<file path="src/rtl/uart_rx_pkg.sv">
// Shared UART definitions: data width, idle line level, receiver FSM states
// and the even-parity helper used when UART_RX_PARITY_EN is defined.
package uart_rx_pkg;

  localparam int   UART_DATA_W     = 8;
  localparam logic UART_IDLE_LEVEL = 1'b1;

  typedef enum logic [2:0] {
    IDLE   = 3'd0,
    START  = 3'd1,
    DATA   = 3'd2,
    PARITY = 3'd3,
    STOP   = 3'd4
  } uart_state_e;

  // Even parity: the parity bit makes the total count of ones even
  function automatic logic even_parity(input logic [UART_DATA_W-1:0] d);
    return ^d;
  endfunction

endpackage

</file>
<file path="src/rtl/uart_rx_sync.sv">
// Two-flop synchronizer for the asynchronous serial line. Both flops reset to
// the idle line level so the receiver never sees a false start after reset.
module uart_rx_sync
  import uart_rx_pkg::*;
(
  input  logic i_clock,
  input  logic i_reset,
  input  logic i_async,
  output logic o_sync
);

  logic meta_q;
  logic sync_q;

  // Resolve metastability over two clock edges
  always_ff @(posedge i_clock) begin
    if (i_reset) begin
      meta_q <= UART_IDLE_LEVEL;
      sync_q <= UART_IDLE_LEVEL;
    end else begin
      meta_q <= i_async;
      sync_q <= meta_q;
    end
  end

  assign o_sync = sync_q;

endmodule

</file>
<file path="src/rtl/uart_rx.sv">
// UART receiver, 8N1 by default. Recovers bytes from the serial line and
// presents them on a valid/ready handshake with frame-error and sticky
// overrun flags. Define UART_RX_PARITY_EN to receive 8E1 frames and add the
// o_parity_err output; bytes with bad parity are dropped.
module uart_rx
  import uart_rx_pkg::*;
#(
  parameter int CLKS_PER_BIT = 16
) (
  input  logic                   i_clock,
  input  logic                   i_reset,
  input  logic                   i_signal,
  output logic [UART_DATA_W-1:0] o_data,
  output logic                   o_valid,
  input  logic                   i_ready,
  output logic                   o_busy,
  output logic                   o_frame_err,
  output logic                   o_overrun
`ifdef UART_RX_PARITY_EN
  ,
  output logic                   o_parity_err
`endif
);

  localparam int            BW        = $clog2(CLKS_PER_BIT);
  localparam logic [BW-1:0] HALF_LOAD = BW'(CLKS_PER_BIT / 2 - 1);
  localparam logic [BW-1:0] FULL_LOAD = BW'(CLKS_PER_BIT - 1);

  logic rx_s;

  uart_state_e            state_q, state_d;
  logic [BW-1:0]          baud_q, baud_d;
  logic [2:0]             idx_q, idx_d;
  logic [UART_DATA_W-1:0] shift_q, shift_d;
  logic                   armed_q, armed_d;
  logic                   sample;

  // Frame-end events from the FSM, registered one stage before the outputs
  logic stop_good_d, stop_good_p0;
  logic stop_bad_d, stop_bad_p0;
`ifdef UART_RX_PARITY_EN
  logic parity_ok_q, parity_ok_d;
  logic par_bad_d, par_bad_p0;
`endif

  uart_rx_sync u_sync (
    .i_clock (i_clock),
    .i_reset (i_reset),
    .i_async (i_signal),
    .o_sync  (rx_s)
  );

  assign sample = (baud_q == '0);
  assign o_busy = (state_q != IDLE);

  // FSM next state, baud/bit counters and shift register updates
  always_comb begin
    state_d     = state_q;
    baud_d      = baud_q;
    idx_d       = idx_q;
    shift_d     = shift_q;
    armed_d     = armed_q;
    stop_good_d = 1'b0;
    stop_bad_d  = 1'b0;
`ifdef UART_RX_PARITY_EN
    parity_ok_d = parity_ok_q;
    par_bad_d   = 1'b0;
`endif
    case (state_q)
      IDLE: begin
        // A start is only accepted after the line has been seen high, so a
        // held-low break produces a single frame error rather than a stream.
        if (rx_s == UART_IDLE_LEVEL) begin
          armed_d = 1'b1;
        end else if (armed_q) begin
          state_d = START;
          baud_d  = HALF_LOAD;
        end
      end
      START: begin
        if (sample) begin
          if (!rx_s) begin
            state_d = DATA;
            baud_d  = FULL_LOAD;
            idx_d   = 3'd0;
          end else begin
            state_d = IDLE;
          end
        end else begin
          baud_d = baud_q - BW'(1);
        end
      end
      DATA: begin
        if (sample) begin
          shift_d[idx_q] = rx_s;
          baud_d         = FULL_LOAD;
          if (idx_q == 3'd7) begin
`ifdef UART_RX_PARITY_EN
            state_d = PARITY;
`else
            state_d = STOP;
`endif
          end else begin
            idx_d = idx_q + 3'd1;
          end
        end else begin
          baud_d = baud_q - BW'(1);
        end
      end
`ifdef UART_RX_PARITY_EN
      PARITY: begin
        if (sample) begin
          parity_ok_d = (rx_s == even_parity(shift_q));
          state_d     = STOP;
          baud_d      = FULL_LOAD;
        end else begin
          baud_d = baud_q - BW'(1);
        end
      end
`endif
      STOP: begin
        // Leave as soon as the stop bit is sampled so a back-to-back start
        // bit arriving at the end of the stop period is not missed.
        if (sample) begin
          state_d = IDLE;
          armed_d = 1'b0;
          if (rx_s) begin
`ifdef UART_RX_PARITY_EN
            stop_good_d = parity_ok_q;
            par_bad_d   = !parity_ok_q;
`else
            stop_good_d = 1'b1;
`endif
          end else begin
            stop_bad_d = 1'b1;
          end
        end else begin
          baud_d = baud_q - BW'(1);
        end
      end
      default: state_d = IDLE;
    endcase
  end

  // FSM and counter registers
  always_ff @(posedge i_clock) begin
    if (i_reset) begin
      state_q      <= IDLE;
      baud_q       <= '0;
      idx_q        <= '0;
      armed_q      <= 1'b0;
      stop_good_p0 <= 1'b0;
      stop_bad_p0  <= 1'b0;
`ifdef UART_RX_PARITY_EN
      parity_ok_q  <= 1'b0;
      par_bad_p0   <= 1'b0;
`endif
    end else begin
      state_q      <= state_d;
      baud_q       <= baud_d;
      idx_q        <= idx_d;
      armed_q      <= armed_d;
      stop_good_p0 <= stop_good_d;
      stop_bad_p0  <= stop_bad_d;
`ifdef UART_RX_PARITY_EN
      parity_ok_q  <= parity_ok_d;
      par_bad_p0   <= par_bad_d;
`endif
    end
  end

  // Shift register holds data only; a partial byte is simply overwritten
  always_ff @(posedge i_clock) begin
    shift_q <= shift_d;
  end

  // ---- stage p0 -> outputs: handshake, overrun and error pulses ----
  // Output register: load a completed byte, clear on acceptance, flag overrun
  always_ff @(posedge i_clock) begin
    if (i_reset) begin
      o_data       <= '0;
      o_valid      <= 1'b0;
      o_frame_err  <= 1'b0;
      o_overrun    <= 1'b0;
`ifdef UART_RX_PARITY_EN
      o_parity_err <= 1'b0;
`endif
    end else begin
      o_frame_err  <= stop_bad_p0;
`ifdef UART_RX_PARITY_EN
      o_parity_err <= par_bad_p0;
`endif
      if (stop_good_p0) begin
        // Accepting the held byte in this same cycle frees room for the new one
        if (!o_valid || i_ready) begin
          o_data  <= shift_q;
          o_valid <= 1'b1;
        end else begin
          o_overrun <= 1'b1;
        end
      end else if (o_valid && i_ready) begin
        o_valid <= 1'b0;
      end
    end
  end

endmodule

</file>
<file path="config.mk">
export PLATFORM = sky130hd
export DESIGN_NAME = uart_rx
export DESIGN_NICKNAME = d
export VERILOG_FILES = /design/src/rtl/uart_rx_pkg.sv /design/src/rtl/uart_rx_sync.sv /design/src/rtl/uart_rx.sv
export SDC_FILE = /design/constraint.sdc
export NUM_CORES = 1
export LEC_CHECK = 0
export CORE_MARGIN = 1
export CORE_UTILIZATION = 30
export CTS_BUF_LIST = sky130_fd_sc_hd__clkbuf_16
export DETAILED_ROUTE_END_ITERATION = 12
export GPL_TIMING_DRIVEN = 0
export MAX_ROUTING_LAYER = met4
export PLACE_DENSITY_LB_ADDON = 0.15
export SYNTH_ARGS = -nofsm -noshare
export SYNTH_HDL_FRONTEND = slang
export SYNTH_SLANG_ARGS = --single-unit
</file>
<file path="constraint.sdc">
create_clock -name i_clock -period 1.85 [get_ports i_clock]
set_input_delay 0.185 -clock i_clock [delete_from_list [all_inputs] [get_ports i_clock]]
set_output_delay 0.185 -clock i_clock [all_outputs]
set_load 0.005 [all_outputs]
</file>
==> results.md, run 1 <==
- Outcome: completed
- Avg WL per Cell: 12.8 µm
- Req. time, crit path: 1830 ps
- Placed Area: 0.00183 mm²
- CP max FO: 4
- Row cnt: 26
- Setup crit start kind: flip-flop
- Die extent in y: 75.2 µm
- Syn_nets: approximately 170
- Top cells by instance count after synthesis: 26 x dfxtp_1, 23 x nor2_1, 10 x nand2_1
- Vias: roughly 1300
- Clk pin slew, worst setup/hold paths: 60 ps
- Largest net degree at the start of global routing: 15
- Final wirelength: 3.30 mm
- Sequential cell area: around 760 µm²
- ANT nets after route: 0
- Final #Nets: 194
- GRT Util Overall: roughly an eighth
- Max_cap viols: 0
- Area Overhead vs Synth: 28.4%
- IO buf count: 14
- Drt pass-1 iters: 4
- Setup TNS: 0 ps
- Initial core utilization: 31.3%
- Worst min-delay path class: in -> reg
- Buf/Inv on CP: 1
- Worst VDD drop: between 0.4 and 0.5 mV
- Post-route cell area: a little over 0.002 mm²
- CP Launch Point: baud_q[1]$_SDFFE_PP0P_
- Top-count cell post-synth: dfxtp_1
- Final setup vio count: 0
- Worst Path Arrival: ~1800 ps
- CTS tree: built
- Pleak: 0.776 nW
- RR Endpoint: shift_q[4]$_DFFE_PP_
- Synth cell types: 44
- Most used DFF post-synth: dfxtp_1
- Async S/R FF share, synth: 0%
- CP max-delay cell: or3b_4
- Fin crit share: 97.1%
- Clk sinks: 34
- Via/cell ratio: 4.93
- Core ar.: 0.00514 mm²
- Multi-input logic area: 783 µm²
- Vias in the first global route: 1183
- Initial antenna violation count: 0
- Die area: 0.00565 mm²
- Max stage delay on crit path: 410 ps
- Worst hold start: i_reset
- Yosys Warn Count: 0
- Max_slew headroom: 64.4%
- Reg2Reg Setup Slack: 50 ps
- Die W: about 75 µm
- Total congestion overflow: 0
- Yosys top cell by area: dfxtp_1
- N_diodes: 0
- DRC Markers: 0
- Top Ports: 16
- Unrepaired setup endpoints after global routing: no
- Fmax: ~0.56 GHz
- Share of cells above drive strength 1: 20.7%
- Pwr dens: 1040 mW/mm²
- Cell area after synthesis: around 0.0016 mm²
- WS Path Type: reg -> reg
- Hold worst-path end: baud_q[3]$_SDFFE_PP0P_
- Final Critical Period: 1800 ps
- Final Max Slew Viols: 0
- 1st-iter DRT viols: 22
- Crit path cell chain: inv_1 > ha_2 > or3b_4 > or3_4 > nor2_1
- Synthesized flop and latch total: 34
- Worst Tran Pin Value: 526 ps
- DPL Wire Length: 2.31 mm
- First-pass GRT wire length: ~5.2 mm
- Cells on Worst Hold Path: 2
- Synth top area cells: dfxtp_1 32%, edfxtp_1 15%, nor2_1 5.4%
- CP top delay family: simple AND/OR/NAND/NOR gates
- Origin of the critical flop-to-flop path: baud_q[1]$_SDFFE_PP0P_
- CTS HTree Levels: 2
- Hold Fails Final Rpt: 0
- Seq/Total Area, Yosys: 47.4%
- Setup crit end kind: flip-flop
- CTS Hold Buffers Added: 0
- Cts bufs inserted: 5
- Top cell type's share of synthesized area: 32.4%
- GPL Wtd Cong: 0.822
- CTS root buf: clkbuf_16
- FF-to-FF path depth: 5
- Fillers: 556
- Layout Skew: between 4 and 5 ps
- Worst skew pair latency: 280 ps
- Syn Area/Cell: 9.98 µm²
- Synth Instances: 161
- Number of synthesized flops with an enable pin: 8
- Clock tree buffer depth: 2
power breakdown:
group	switching, mW	internal [mW]
Combinational	0.263	0.255
Clock	0.300	0.490
Sequential	0.0421	0.797
Total	0.606	1.54
layout make-up:
type	count	share of cell area, %
Buffer	9	3.21
Tap cell	70	4.24
Clock buffer	5	6.06
Inverter	8	1.46
Multi-Input combinational cell	110	38.0
Sequential cell	34	37.1
Timing Repair Buffer	19	9.22
Clock inverter	3	0.788
per-layer routing:
metal	track usage, %	wire length [µm]	vias to the layer above
met5	-	0	-
met4	6.17	62	0
met3	4.42	111	5
met2	22.8	1640	26
met1	13.4	1490	606
li1	-	-	635
cells in the final DEF, fill, tap and decap left out, types with 4 or more instances in the layout:
cell             synthesis  layout
clkdlybuf4s50_1          0      14
nor3_1                   6       5
clkbuf_16                0       5
edfxtp_1                 8       8
a21oi_1                  8       8
nor4_1                   6       6
dfxtp_1                 26      23
mux2i_1                  8       8
buf_4                    0       4
nor2_1                  23      21
inv_1                    7       7
nor2b_1                  4       4
nand2_1                 10      10
worst max path at each step:
stage / to / slack (ps) / cells past startpoint
2_1_floorplan: shift_q[0]$_DFFE_PP_ / 50 / 5
3_3_place_gp: shift_q[1]$_DFFE_PP_ / -180 / 5
4_1_cts: shift_q[6]$_DFFE_PP_ / 4 / 5
6_report: shift_q[4]$_DFFE_PP_ / 50 / 5
5_1_grt: baud_q[3]$_SDFFE_PP0P_ / 0.1 / 7
3_5_place_dp: shift_q[1]$_DFFE_PP_ / -180 / 5
stage by stage:
step           setup WS (ps)  total power [mW]  util (%)  cells  hold slack (ps)
5_1_grt                0.118              2.25      40.1    258              101
4_1_cts                 4.20              2.16      39.6    257             97.3
3_3_place_gp            -180              1.24      35.7    245              384
6_report                54.2              2.15      40.1    258              101
3_5_place_dp            -179              1.26      35.7    245              394
2_1_floorplan           51.8              1.15         -    161              289
kinds of logic after synthesis:
family / synth area share (%)
AO/OA/AOI/OAI: 14.5
adder cells (fa/ha/maj): 2.34
multiplexers: 4.98
buffers and inverters: 5.84
flip-flops: 47.4
AND/OR/NAND/NOR: 23.9
XOR/XNOR: 1.09
flip-flops by register name, summed over array words and instances, names as in the netlist, 3 cells and up:
| name | flops |
|---|---|
| idx_q | 3 |
| state_q | 3 |
| baud_q | 4 |
| shift_q | 8 |
| o_data | 8 |
what timing repair did:
item	4_1_cts	5_1_grt
setup buffers	4	1
pin swaps	1	2
resized for setup	5	8
setup endpoints to repair	17	12
Note: power is estimated with default switching activity, not from simulation.
==> inputs of run 2 (changes only) <==
--- a/config.mk
+++ b/config.mk
@@ -7,11 +7,11 @@
 export LEC_CHECK = 0
 export CORE_MARGIN = 1
 export CORE_UTILIZATION = 30
-export CTS_BUF_LIST = sky130_fd_sc_hd__clkbuf_16
 export DETAILED_ROUTE_END_ITERATION = 12
 export GPL_TIMING_DRIVEN = 0
 export MAX_ROUTING_LAYER = met4
 export PLACE_DENSITY_LB_ADDON = 0.15
+export SLEW_MARGIN = 20
 export SYNTH_ARGS = -nofsm -noshare
 export SYNTH_HDL_FRONTEND = slang
 export SYNTH_SLANG_ARGS = --single-unit
==> run 2 against run 1 <==
  * Count of clock-buffer cells in the layout unchanged
  * Critical path type unchanged
  * Sequential share of layout area grew 0.71 points
  * Non-clock buffer count unchanged
  * Core utilization fell by 0.75 points
  * Worst setup slack worse by 4.6 ps
  * Highest routed layer unchanged
==> results.md, run 2 (synthesized netlist as in run 1, its figures left out) <==
- Outcome: completed
- CP top delay family: simple AND/OR/NAND/NOR gates
- CP max-delay cell: or3b_4
- Drt pass-1 iters: 4 (unchanged)
- Worst Path Arrival: 1790 ps (about the same)
- Final setup vio count: 0 (unchanged)
- Hold Fails Final Rpt: 0 (unchanged)
- Final #Nets: 194 (unchanged)
- Final Critical Period: 1800 ps (+4.60 ps)
- Vias: 1254 (-1.4%)
- 1st-iter DRT viols: 41 (+86%)
- First-pass GRT wire length: 5.20 mm (-0.27%)
- CP max FO: 4 (unchanged)
- WS Path Type: reg -> reg
- Max_cap viols: 0 (unchanged)
- Multi-input logic area: 801 µm² (+2.2%)
- Final Max Slew Viols: 0 (unchanged)
- Via/cell ratio: 4.86 (-1.4%)
- Area Overhead vs Synth: 26.0%
- CTS HTree Levels: 2 (unchanged)
- Total power: 1.89 mW (-12%)
- DPL Wire Length: 2.31 mm (unchanged)
- CTS root buf: clkbuf_8
- Pleak: 0.745 nW (-4.0%)
- Crit path cell chain: inv_1 > ha_2 > or3b_4 > or3_4 > nor3_4
- Worst Tran Pin Value: 671 ps (+145 ps)
- Final setup margin: 49.6 ps (-4.60 ps)
- Sequential cell area: 764 µm² (unchanged)
- Initial core utilization: 31.3% (unchanged)
- Layout Skew: 5.73 ps (+1.19 ps)
- Final hold slack: 84.9 ps (-16.3 ps)
- Die W: 75.2 µm (unchanged)
- Clk sinks: 34 (unchanged)
- Worst VDD drop: 0.359 mV (-19%)
- Placed Area: 0.00183 mm² (unchanged)
- Initial antenna violation count: 0 (unchanged)
- Largest net degree at the start of global routing: 15 (unchanged)
- GRT Util Overall: 12.9% (-0.29 points)
- CTS tree: built
- Avg WL per Cell: 12.6 µm (-1.4%)
- Fillers: 557 (+0.18%)
- Worst skew pair latency: 290 ps (about the same)
- Share of cells above drive strength 1: 22.3% (+1.6 points)
- Fin crit share: 97.3% (+0.25 points)
- Setup TNS: 0 ps (unchanged)
- CTS Hold Buffers Added: 0 (unchanged)
- Total congestion overflow: 0 (unchanged)
- Fmax: 0.555 GHz (-0.26%)
- Post-route cell area: 0.00202 mm² (-1.9%)
- Clock tree buffer depth: 2 (unchanged)
- Largest registers: o_data: 8 flops, shift_q: 8 flops, baud_q: 4 flops
- Max stage delay on crit path: 410 ps (about the same)
- Commonest cells after routing, fill and taps aside: 23 x dfxtp_1, 19 x nor2_1, 14 x clkdlybuf4s50_1
- Most common cell after layout, fill and taps aside: dfxtp_1
- Worst min-delay path class: in -> reg
- Buf/Inv on CP: 1 (unchanged)
- Die area: 0.00565 mm² (unchanged)
- IO buf count: 14 (unchanged)
- Setup crit end kind: flip-flop
- ANT nets after route: 0 (unchanged)
- Core ar.: 0.00514 mm² (unchanged)
- Pre-CTS setup slack: -179 ps (unchanged)
- Cts bufs inserted: 5 (unchanged)
- Setup crit start kind: flip-flop
- Row cnt: 26 (unchanged)
- Final wirelength: 3.26 mm (-1.4%)
- GPL Wtd Cong: 0.822 (unchanged)
- Clk pin slew, worst setup/hold paths: 70 ps (about the same)
- Vias in the first global route: 1193 (+0.85%)
- Die extent in y: 75.2 µm (unchanged)
- Max_slew headroom: 54.7% (-9.8 points)
- DRC Markers: 0 (unchanged)
- Pwr dens: 936 mW/mm² (-10%)
- N_diodes: 0 (unchanged)
- Top Ports: 16 (unchanged)
- Req. time, crit path: 1840 ps (about the same)
[run 2: final timing paths]
kind | startpoint | to | slack [ps] | depth (start not counted)
worst min register to register | stop_bad_p0$_SDFF_PP0_ | o_frame_err$_SDFF_PP0_ | 440 | 1
worst max register to register | baud_q[1]$_SDFFE_PP0P_ | shift_q[0]$_DFFE_PP_ | 50 | 5
worst max-delay path | baud_q[1]$_SDFFE_PP0P_ | shift_q[0]$_DFFE_PP_ | 50 | 5
worst min-delay path | i_reset | baud_q[3]$_SDFFE_PP0P_ | 80 | 2
[run 2: what timing repair did]
item	4_1_cts	5_1_grt
setup endpoints to repair	17	10
setup buffers	4	1
gates resized for setup	7	11
pin swaps	2	1
endpoints found under the hold margin	0	0
[run 2: power by group]
group | internal (mW) | total, mW | switching [mW]
Clock | 0.257 | 0.529 | 0.272
Sequential | 0.796 | 0.838 | 0.0420
Combinational | 0.257 | 0.528 | 0.271
Total | 1.31 | 1.89 | 0.585
[run 2: final cells by class]
class	instances	share of cell area (%)
Buffer	9	3.28
Clock buffer	5	3.40
Clock inverter	3	0.803
Inverter	8	1.48
Multi-Input combinational cell	110	39.6
Sequential cell	34	37.8
Tap cell	70	4.33
Timing Repair Buffer	19	9.39
[run 2: stage by stage]
stage	util [%]	cells
after global placement	35.7	245
final	39.4	258
after global routing	39.4	258
after floorplan	-	161
after detailed placement	35.7	245
after CTS	38.6	257
[run 2: layer usage]
metal	global-route usage [%]	part of all wire [%]	routed length (µm)	vias up
li1	-	-	-	634
met1	13.3	46	1500	596
met2	22.8	49	1610	18
met3	4.02	2.9	95	6
met4	4.94	1.7	55	0
met5	-	0	0	-
==> inputs of run 3 (changes only) <==
--- a/config.mk
+++ b/config.mk
@@ -7,6 +7,7 @@
 export LEC_CHECK = 0
 export CORE_MARGIN = 1
 export CORE_UTILIZATION = 30
+export CTS_CLUSTER_DIAMETER = 80
 export DETAILED_ROUTE_END_ITERATION = 12
 export GPL_TIMING_DRIVEN = 0
 export MAX_ROUTING_LAYER = met4
==> results of run 3 <==
Final layout, timing and power as in run 2 (identical DEF).
